`config.mk`:
```
export PLATFORM = sky130hd
export DESIGN_NAME = if_id_buffer_flat
export DESIGN_NICKNAME = d
export VERILOG_FILES = /design/src/rtl/if_id_buffer_if.sv /design/src/rtl/if_id_buffer.sv /design/src/flat_wrapper.sv
export SDC_FILE = /design/constraint.sdc
export NUM_CORES = 1
export LEC_CHECK = 0
export CAP_MARGIN = 25
export CORE_MARGIN = 4
export CORE_UTILIZATION = 25
export CTS_CLUSTER_DIAMETER = 150
export DETAILED_ROUTE_END_ITERATION = 16
export PLACE_DENSITY_LB_ADDON = 0.2
export SLEW_MARGIN = 10
export SYNTH_ARGS = -nofsm -noshare
export SYNTH_HDL_FRONTEND = slang
export SYNTH_SLANG_ARGS = --single-unit
```
`constraint.sdc`:
```
create_clock -name clk -period 11.95 [get_ports clk]
set_clock_uncertainty 0.1 [all_clocks]
set_input_delay 1.7925 -clock clk [delete_from_list [all_inputs] [get_ports clk]]
set_output_delay 1.7925 -clock clk [all_outputs]
set_load 0.01 [all_outputs]
```
`src/rtl/if_id_buffer_if.sv`:
```
// ---------------------------------------------------------------------------
// if_id_buffer_if
//
// Bundles the fetch-side and decode-side signals of the IF/ID decoupling
// buffer. Clock and reset are not part of the bundle.
//
// Signals:
//   if_valid     fetch -> buffer   fetch presents a valid {pc, instr} pair
//   if_pc        fetch -> buffer   address of the presented instruction
//   if_instr     fetch -> buffer   instruction word at if_pc
//   if_ready     buffer -> fetch   buffer accepts a pair this cycle
//   flush        branch -> buffer  taken branch, discard all contents
//   id_valid     buffer -> decode  head entry valid
//   id_ready     decode -> buffer  decode consumes head this cycle
//   id_pc        buffer -> decode  head entry address
//   id_pc_plus4  buffer -> decode  id_pc + 4
//   id_instr     buffer -> decode  head entry instruction
//   flush_count  buffer -> observer  (IFID_STATS_EN only) effective flushes
//   stall_cycles buffer -> observer  (IFID_STATS_EN only) fetch stall cycles
//
// Modports:
//   slave  : the buffer itself
//   master : the surrounding pipeline (fetch, branch unit, decode)
//
// Optional feature macro: IFID_STATS_EN
// ---------------------------------------------------------------------------
interface if_id_buffer_if;
  logic        if_valid;
  logic [31:0] if_pc;
  logic [31:0] if_instr;
  logic        if_ready;
  logic        flush;
  logic        id_valid;
  logic        id_ready;
  logic [31:0] id_pc;
  logic [31:0] id_pc_plus4;
  logic [31:0] id_instr;
`ifdef IFID_STATS_EN
  logic [15:0] flush_count;
  logic [15:0] stall_cycles;

  modport slave (
    input  if_valid, if_pc, if_instr, flush, id_ready,
    output if_ready, id_valid, id_pc, id_pc_plus4, id_instr,
    output flush_count, stall_cycles
  );

  modport master (
    output if_valid, if_pc, if_instr, flush, id_ready,
    input  if_ready, id_valid, id_pc, id_pc_plus4, id_instr,
    input  flush_count, stall_cycles
  );
`else
  modport slave (
    input  if_valid, if_pc, if_instr, flush, id_ready,
    output if_ready, id_valid, id_pc, id_pc_plus4, id_instr
  );

  modport master (
    output if_valid, if_pc, if_instr, flush, id_ready,
    input  if_ready, id_valid, id_pc, id_pc_plus4, id_instr
  );
`endif
endinterface : if_id_buffer_if

```
`src/rtl/if_id_buffer.sv`:
```
// ---------------------------------------------------------------------------
// if_id_buffer
//
// Decoupling buffer between the fetch and decode stages. Each accepted
// {pc, instr} pair is written into a small in-order FIFO; the head entry is
// presented to decode with a valid/ready handshake. Fetch is back-pressured
// when the FIFO is full. A taken branch (flush) discards every buffered,
// wrong-path entry in a single cycle.
//
// There is no bypass path: a pair written at edge N is visible on the id_*
// outputs in the cycle after edge N. With id_ready held high the buffer
// sustains one instruction per cycle.
//
// Parameters:
//   DEPTH     number of entries; power of two, at least 2
//   NOP_WORD  instruction word shown to decode when nothing is valid
//
// Ports:
//   clk  rising-edge clock for all state
//   rst  synchronous, active-high reset
//   bus  if_id_buffer_if.slave (fetch, flush and decode signals)
//
// Optional feature macro: IFID_STATS_EN
//   When defined, bus.flush_count counts flushes that actually discarded
//   something (buffer non-empty or a push was pending) and bus.stall_cycles
//   counts cycles in which fetch was valid but refused. Both saturate at
//   16'hFFFF and clear on rst. When undefined, neither counter exists.
// ---------------------------------------------------------------------------
module if_id_buffer #(
  parameter int          DEPTH    = 2,
  parameter logic [31:0] NOP_WORD = 32'h0000_0000
) (
  input  logic         clk,
  input  logic         rst,
  if_id_buffer_if.slave bus
);

  localparam int PTR_W = (DEPTH > 1) ? $clog2(DEPTH) : 1;
  localparam int CNT_W = PTR_W + 1;
  localparam logic [CNT_W-1:0] FULL_CNT = CNT_W'(DEPTH);

  typedef struct packed {
    logic [31:0] pc;
    logic [31:0] instr;
  } entry_t;

  // -------------------------------------------------------------------------
  // State
  // -------------------------------------------------------------------------
  entry_t           mem [DEPTH];
  logic [PTR_W-1:0] wr_ptr;
  logic [PTR_W-1:0] rd_ptr;
  logic [CNT_W-1:0] count;

  // -------------------------------------------------------------------------
  // Handshake decode
  // -------------------------------------------------------------------------
  logic   full;
  logic   empty;
  logic   if_ready_int;
  logic   id_valid_int;
  logic   push;
  logic   pop;
  entry_t head;

  // NOTE: every signal assigned in an always_comb gets a value on every path
  // (here unconditionally), so no latch can be inferred.
  always_comb begin
    full         = (count == FULL_CNT);
    empty        = (count == '0);
    // Both handshakes are masked by rst so the pipeline sees an idle buffer
    // for the whole reset cycle, even before count has been cleared.
    if_ready_int = !rst && !full;
    id_valid_int = !rst && !empty;
    // A flush cancels any transfer in the same cycle: the pair offered by
    // fetch is on the wrong path and decode must not advance either.
    push         = bus.if_valid && if_ready_int && !bus.flush;
    pop          = id_valid_int && bus.id_ready && !bus.flush;
    head         = mem[rd_ptr];
  end

  // -------------------------------------------------------------------------
  // Entry storage
  // -------------------------------------------------------------------------
  // NOTE: the entry array has no reset. Validity is tracked entirely by
  // count, so clearing the data would add reset fan-out for nothing. An
  // entry changes only when a push targets its own slot; inputs are ignored
  // otherwise, so garbage on if_pc/if_instr with if_valid=0 is harmless.
  always_ff @(posedge clk) begin
    if (push) begin
      // NOTE: sequential state uses non-blocking assignments so every
      // register samples pre-edge values regardless of process order.
      mem[wr_ptr] <= '{pc: bus.if_pc, instr: bus.if_instr};
    end
  end

  // -------------------------------------------------------------------------
  // Pointers and occupancy
  // -------------------------------------------------------------------------
  // Priority: rst, then flush, then push/pop. Pointers wrap naturally at
  // DEPTH because DEPTH is a power of two and the pointers are PTR_W wide.
  always_ff @(posedge clk) begin
    if (rst) begin
      wr_ptr <= '0;
      rd_ptr <= '0;
      count  <= '0;
    end else if (bus.flush) begin
      wr_ptr <= '0;
      rd_ptr <= '0;
      count  <= '0;
    end else begin
      if (push) begin
        wr_ptr <= wr_ptr + PTR_W'(1);
      end
      if (pop) begin
        rd_ptr <= rd_ptr + PTR_W'(1);
      end
      unique case ({push, pop})
        2'b10:   count <= count + CNT_W'(1);
        2'b01:   count <= count - CNT_W'(1);
        default: count <= count;
      endcase
    end
  end

  // -------------------------------------------------------------------------
  // Outputs
  // -------------------------------------------------------------------------
  // When nothing is valid decode sees a clean bubble (pc 0, NOP_WORD)
  // rather than stale storage contents.
  assign bus.if_ready    = if_ready_int;
  assign bus.id_valid    = id_valid_int;
  assign bus.id_pc       = id_valid_int ? head.pc          : 32'd0;
  assign bus.id_pc_plus4 = id_valid_int ? head.pc + 32'd4  : 32'd0;
  assign bus.id_instr    = id_valid_int ? head.instr       : NOP_WORD;

`ifdef IFID_STATS_EN
  // -------------------------------------------------------------------------
  // Statistics counters
  // -------------------------------------------------------------------------
  logic [15:0] flush_count_q;
  logic [15:0] stall_cycles_q;
  logic        flush_hit;
  logic        stall_hit;

  always_comb begin
    // A flush only counts when it threw something away: buffered entries,
    // or a pair fetch was offering that would otherwise have been taken.
    flush_hit = bus.flush && (!empty || (bus.if_valid && if_ready_int));
    stall_hit = bus.if_valid && !if_ready_int && !rst;
  end

  always_ff @(posedge clk) begin
    if (rst) begin
      flush_count_q  <= '0;
      stall_cycles_q <= '0;
    end else begin
      if (flush_hit && (flush_count_q != 16'hFFFF)) begin
        flush_count_q <= flush_count_q + 16'd1;
      end
      if (stall_hit && (stall_cycles_q != 16'hFFFF)) begin
        stall_cycles_q <= stall_cycles_q + 16'd1;
      end
    end
  end

  assign bus.flush_count  = flush_count_q;
  assign bus.stall_cycles = stall_cycles_q;
`endif

endmodule : if_id_buffer
```
`src/flat_wrapper.sv`:
```
// flat-port wrapper written by rule: the top's interface ports become plain ports
module if_id_buffer_flat 
#(
  parameter int          DEPTH    = 2,
  parameter logic [31:0] NOP_WORD = 32'h0000_0000
)
  (clk, rst, bus_if_valid, bus_if_pc, bus_if_instr, bus_flush, bus_id_ready, bus_if_ready, bus_id_valid, bus_id_pc, bus_id_pc_plus4, bus_id_instr);
  if_id_buffer_if bus_i ();
  input  logic clk;
  input  logic rst;
  input wire logic [$bits(bus_i.if_valid)-1:0] bus_if_valid;
  input wire logic [$bits(bus_i.if_pc)-1:0] bus_if_pc;
  input wire logic [$bits(bus_i.if_instr)-1:0] bus_if_instr;
  input wire logic [$bits(bus_i.flush)-1:0] bus_flush;
  input wire logic [$bits(bus_i.id_ready)-1:0] bus_id_ready;
  output wire logic [$bits(bus_i.if_ready)-1:0] bus_if_ready;
  output wire logic [$bits(bus_i.id_valid)-1:0] bus_id_valid;
  output wire logic [$bits(bus_i.id_pc)-1:0] bus_id_pc;
  output wire logic [$bits(bus_i.id_pc_plus4)-1:0] bus_id_pc_plus4;
  output wire logic [$bits(bus_i.id_instr)-1:0] bus_id_instr;
  assign bus_i.if_valid = bus_if_valid;
  assign bus_i.if_pc = bus_if_pc;
  assign bus_i.if_instr = bus_if_instr;
  assign bus_i.flush = bus_flush;
  assign bus_i.id_ready = bus_id_ready;
  assign bus_if_ready = bus_i.if_ready;
  assign bus_id_valid = bus_i.id_valid;
  assign bus_id_pc = bus_i.id_pc;
  assign bus_id_pc_plus4 = bus_i.id_pc_plus4;
  assign bus_id_instr = bus_i.id_instr;
  if_id_buffer #(.DEPTH(DEPTH), .NOP_WORD(NOP_WORD)) u_core (.clk(clk), .rst(rst), .bus(bus_i));
endmodule
```
; Word-level counts from Yosys, hierarchy flattened
; Memory sizes are Yosys's and may differ from the RTL's. A register that Yosys moved wholly into a read port is not among the register bits.
; Index checks and enable logic that the tools add are counted.
[op_classes]
n_addsub = 5
n_eq_ne = 3
mux = 8
n_reduce_logical = 13
[op_table]
columns = operator, n
row1 = 32-bit 2-to-1 mux, 3
row2 = "32-bit by 3-bit adder with 32-bit output, second input constant", 1
row3 = 1-bit logical AND, 6
row4 = "2-bit == test, second input constant", 2
row5 = 1-bit logical NOT, 4
row6 = 1-bit 2-to-1 mux, 4
row7 = 2-bit case mux with 2 select lines, 1
row8 = "1-bit adder, second input constant", 2
row9 = "2-bit by 1-bit adder with 2-bit output, second input constant", 1
row10 = "2-bit by 1-bit == test with 1-bit output, second input constant", 1
row11 = 2-bit logical NOT, 1
row12 = 2-bit nonzero test, 1
row13 = 2-bit OR reduction, 1
row14 = "2-bit by 1-bit subtractor with 2-bit output, second input constant", 1
[word_totals]
regBits = 4
ram_bits = 128
input_bits = 69
out_inout_bits = 98
word_cells = 33
mem_count = 1
[mem_list]
columns = memory, depth, word_bits, rd, rd_ports_with_merged_regs, wr, line_no
row1 = u_core.mem, 2, 64, 1, 1, 1, if_id_buffer.sv:50  ; entry_t mem [DEPTH];

; Depth between registers and ports, before layout
[depth]
depth_word = 7
depth_mapped = 10

; Worst setup path before layout
; No wires, ideal clock.
[synth_timing]
path_type = in2reg
start = in rst
end = mem u_core.mem[0][0] (netlist name), enable pin
setup_ps = 486
arrival_ps = 5152
t_required_ps = 11364
path_slack_ps = 6212
path_stages = 5
n_path_buf = 1
path_cell_list = or2_2 clkbuf_1 a21oi_1 nand2_1 nor2_1
[synth_via]
elab_chain_len = 6
[synth_rtl]
columns = item, line_no
row1 = start: declaration, flat_wrapper.sv:10  ; input logic rst;
row2 = 1-bit logical NOT, if_id_buffer.sv:73  ; if_ready_int = !rst && !full;
row3 = 1-bit logical AND, if_id_buffer.sv:73
row4 = 1-bit logical AND (2 in a row), if_id_buffer.sv:77  ; push = bus.if_valid && if_ready_int && !bus.flush;
row5 = 1-bit 2-to-1 mux, if_id_buffer.sv:90  ; if (push) begin
row6 = 1-bit 2-to-1 mux (implied by the code), if_id_buffer.sv:93  ; mem[wr_ptr] <= '{pc: bus.if_pc, instr: bus.if_instr};
row7 = end: declaration, if_id_buffer.sv:50
; No other way between the ends.

==> results.md <==
- Pin count of the biggest net entering global routing: between 70 and 80
- First-pass GRT wire length: between 20 and 30 mm
- Final Cycle Share: 53.7%
- Worst setup SP type: flip-flop
- Tot GR Track Use: about an eighth
- Worst hold path depth: 2
- Initial antenna violation count: 0
- RSZ-0062 raised after global routing: no
- CP Data Arrival Time: around 4.5 ns
- Sequential area share after synthesis: about 64%
- Leakage power: 2.67 nW
- Slowest cell on the critical path: buf_4
- Final hold slack: approximately 0.41 ns
- Die width: between 150 and 200 µm
- Post-synth EDFFs: 128
- Int Pwr: roughly 0.86 mW
- Syn Nets: 534
- Layout area overhead: 41.9%
- Core Area: roughly 24,000 µm²
- Routed len/inst: between 15 and 20 µm
- I/O Buffers: 166
- Maximum VDD drop: 0.0000968 V
- Status: complete, no violations
- CP Class: reg -> out
- Reg2Reg Depth: 5
- Die area: 27,000 µm²
- Final setup violation count: 0
- FP Rows: 56
- Cell Area, Synth: roughly 6000 µm²
- Detail Route Antenna Nets: 0
- Ratio of cells with drive above 1 in the final layout: about 8.1%
- Worst-Margin Slew: 0.885 ns
- Place WS: 5.81 ns
- Initial DRC Count: approximately 250
- Clk slew on worst S/H paths: ~0.060 ns
- Post-DP HPWL: ~12 mm
- Post-Route WL: 16.5 mm
- F_max: 156 MHz
- Critical path endpoint category: output pin
- Setup bufs post-CTS: 0
- Antenna Cells: 0
- CTS Buf Count: 17
- CP Max Fanout: 72
- Crit path cell chain: buf_4 > mux2_2 > ha_1 > inv_1 > a211oi_4 > nand4b_2 > o21a_1 > nor3_1 > clkdlybuf4s50_1
- Async S/R FF share, synth: 0%
- Seq cells post-synth: around 130
- Yosys warning total: 0
- Post-DR vias/cell: 4.43
- Slew HR: 41.0%
- Nets: between 600 and 700
- Drt first pass iters: 4
- Initial Util: about a quarter
- Top-Level Pins: ~170
- Critical path's top delay family: buffers and inverters
- Fillers: 2,286
- WP buf/inv: 3
- Critical Path RT: around 10 ns
- Final GP Congestion: 0.729
- Seq pwr share: between 40% and 50%
- H-tree lvl count: 4
- Post-synth top flop: edfxtp_1
- Max-slew violations: 0
- NetSw: approximately 0.23 mW
- Congestion Overflow GR: 0
- Fin crit period: roughly 6.4 ns
- Switching portion of total power: 21.2%
- # hold bufs at CTS: 0
- Clk_lat worst skew: ~0.41 ns
- Maxcap violations: 0
- RR Endpoint: u_core.mem[0][33]
- Final hold viol count: 0
- R2r startpoint: u_core.count[0]
- Clock Sink Count: 133
- Comb pwr share: about 5.3%
- Unique masters post-synth: 52
- Mapped Cells: 463
- CTS max path bufs: 2
- Flop-to-flop setup slack: slightly above 9 ns
- Chip height: between 150 and 200 µm
- TritonCTS clock tree: yes
- Min-Delay Path Class: reg -> reg
- Pwr Density: approximately 130 nW/µm²
- Vias: approximately 4,300
- Clock share of power: 46.8%
- Final setup TNS: 0 ns
- PnR Total Power: roughly 1.1 mW
- Crit-path max cell delay: just under 0.8 ns
- Final Worst Setup Slack: about 5.5 ns
- Hold path endpoint: u_core.rd_ptr
- Post-CTS sizing: 0
- Root Buffer Master: clkbuf_16
- Start point of the worst hold path: u_core.rd_ptr
- DRC violations left: 0
- Number of global-route vias before repair: about 4,600
- Syn Area/Cell: 13.2 µm²
[per-layer routing]
layer | global-route usage, % | vias to the layer above | wire [µm]
met2 | 19.8 | 146 | 7640
met3 | 4.59 | 21 | 1410
met1 | 15.3 | 2039 | 7210
met4 | 3.97 | 0 | 240
li1 | - | 2049 | -
met5 | 0 | - | 0
[Yosys cell counts (8+ instances only)]
cell        n  area [µm²]
edfxtp_1  128        3840
nor2_1     92         345
mux2i_1    59         591
nand2_1    19        71.3
xnor2_1    19         166
clkbuf_1   12        45.0
nand3_1    12        60.1
nand4_1    11        68.8
buf_2       9        45.0
o21ai_0     9        45.0
a21oi_1     8        40.0
nand4b_1    8        70.1
[power by group through the flow]
stage / logic, mW / registers (mW) / clock network [mW]
6_report: 0.0574 / 0.523 / 0.511
5_1_grt: 0.0623 / 0.523 / 0.546
4_1_cts: 0.0586 / 0.523 / 0.523
3_5_place_dp: 0.0582 / 0.533 / 0
3_3_place_gp: 0.0571 / 0.532 / 0
2_1_floorplan: 0.0204 / 0.533 / 0
[worst min-delay path: stages (launching register included)]
cell and delay, ns:
dfxtp_1 0.32, xor2_1 0.08, nor2_1 0.07
[metrics by stage]
| step | utilization, % | std cells | cell area (µm²) |
|---|---|---|---|
| 2_1_floorplan | - | 463 | 6110 |
| 3_3_place_gp | 34.1 | 928 | 8100 |
| 3_5_place_dp | 34.1 | 928 | 8100 |
| 4_1_cts | 36.5 | 960 | 8680 |
| 5_1_grt | 36.5 | 960 | 8680 |
| 6_report | 36.5 | 960 | 8680 |
[layout make-up]
| cell class | instances | area (µm²) | area share, % |
|---|---|---|---|
| Clock buffer | 17 | 425 | 4.90 |
| Clock inverter | 15 | 153 | 1.76 |
| Inverter | 4 | 15.0 | 0.173 |
| Multi-Input combinational cell | 300 | 2030 | 23.4 |
| Sequential cell | 133 | 3950 | 45.5 |
| Tap cell | 319 | 399 | 4.60 |
| Timing Repair Buffer | 172 | 1710 | 19.7 |
[flip-flops by register name, summed over array words and instances (netlist names), named ones only]
signal and flops:
u_core.count 2, u_core.mem 128, u_core.rd_ptr 1, u_core.wr_ptr 1
[how the worst max path moves through the flow]
| stage | cells past startpoint | start | end | slack, ns |
|---|---|---|---|---|
| floorplan | 5 | rst | u_core.mem[0][0] | 6.21 |
| global placement | 6 | rst | bus_id_pc_plus4[31] | 5.85 |
| detailed placement | 6 | rst | bus_id_pc_plus4[31] | 5.81 |
| CTS | 9 | flip-flop | bus_id_pc_plus4[28] | 5.37 |
| global route | 9 | flip-flop | bus_id_pc_plus4[28] | 5.10 |
| finish | 9 | flip-flop | bus_id_pc_plus4[22] | 5.53 |
[cell families after synthesis]
kind of cell	after synthesis	share of synthesized area [%]
compound gates	38	4.58
flops	133	64.5
simple gates	173	14.1
mux	62	10.2
fa+ha+maj	2	0.409
buf+inv	30	2.60
xor+xnor	25	3.58
[layout by cell type (no fill, tap or decap), types with 3 or more instances in the layout]
| cell | synthesis | layout |
|---|---|---|
| nor3_1 | 5 | 5 |
| nor2_1 | 92 | 90 |
| clkbuf_16 | 0 | 17 |
| edfxtp_1 | 128 | 128 |
| o21ai_0 | 9 | 9 |
| clkdlybuf4s50_1 | 0 | 166 |
| a32o_1 | 3 | 3 |
| xnor2_1 | 19 | 19 |
| inv_6 | 0 | 4 |
| clkinvlp_4 | 0 | 3 |
| nand3b_1 | 6 | 6 |
| and2_1 | 4 | 4 |
| a21oi_1 | 8 | 8 |
| buf_4 | 3 | 6 |
| mux2i_1 | 59 | 59 |
| o31ai_1 | 3 | 3 |
| nand4b_1 | 8 | 8 |
| inv_1 | 3 | 3 |
| nand4_1 | 11 | 11 |
| xor2_1 | 6 | 6 |
| nand2_1 | 19 | 19 |
| dfxtp_1 | 5 | 4 |
| clkinv_1 | 1 | 3 |
| nand3_1 | 12 | 12 |
Note: power is estimated with default switching activity, not from simulation.
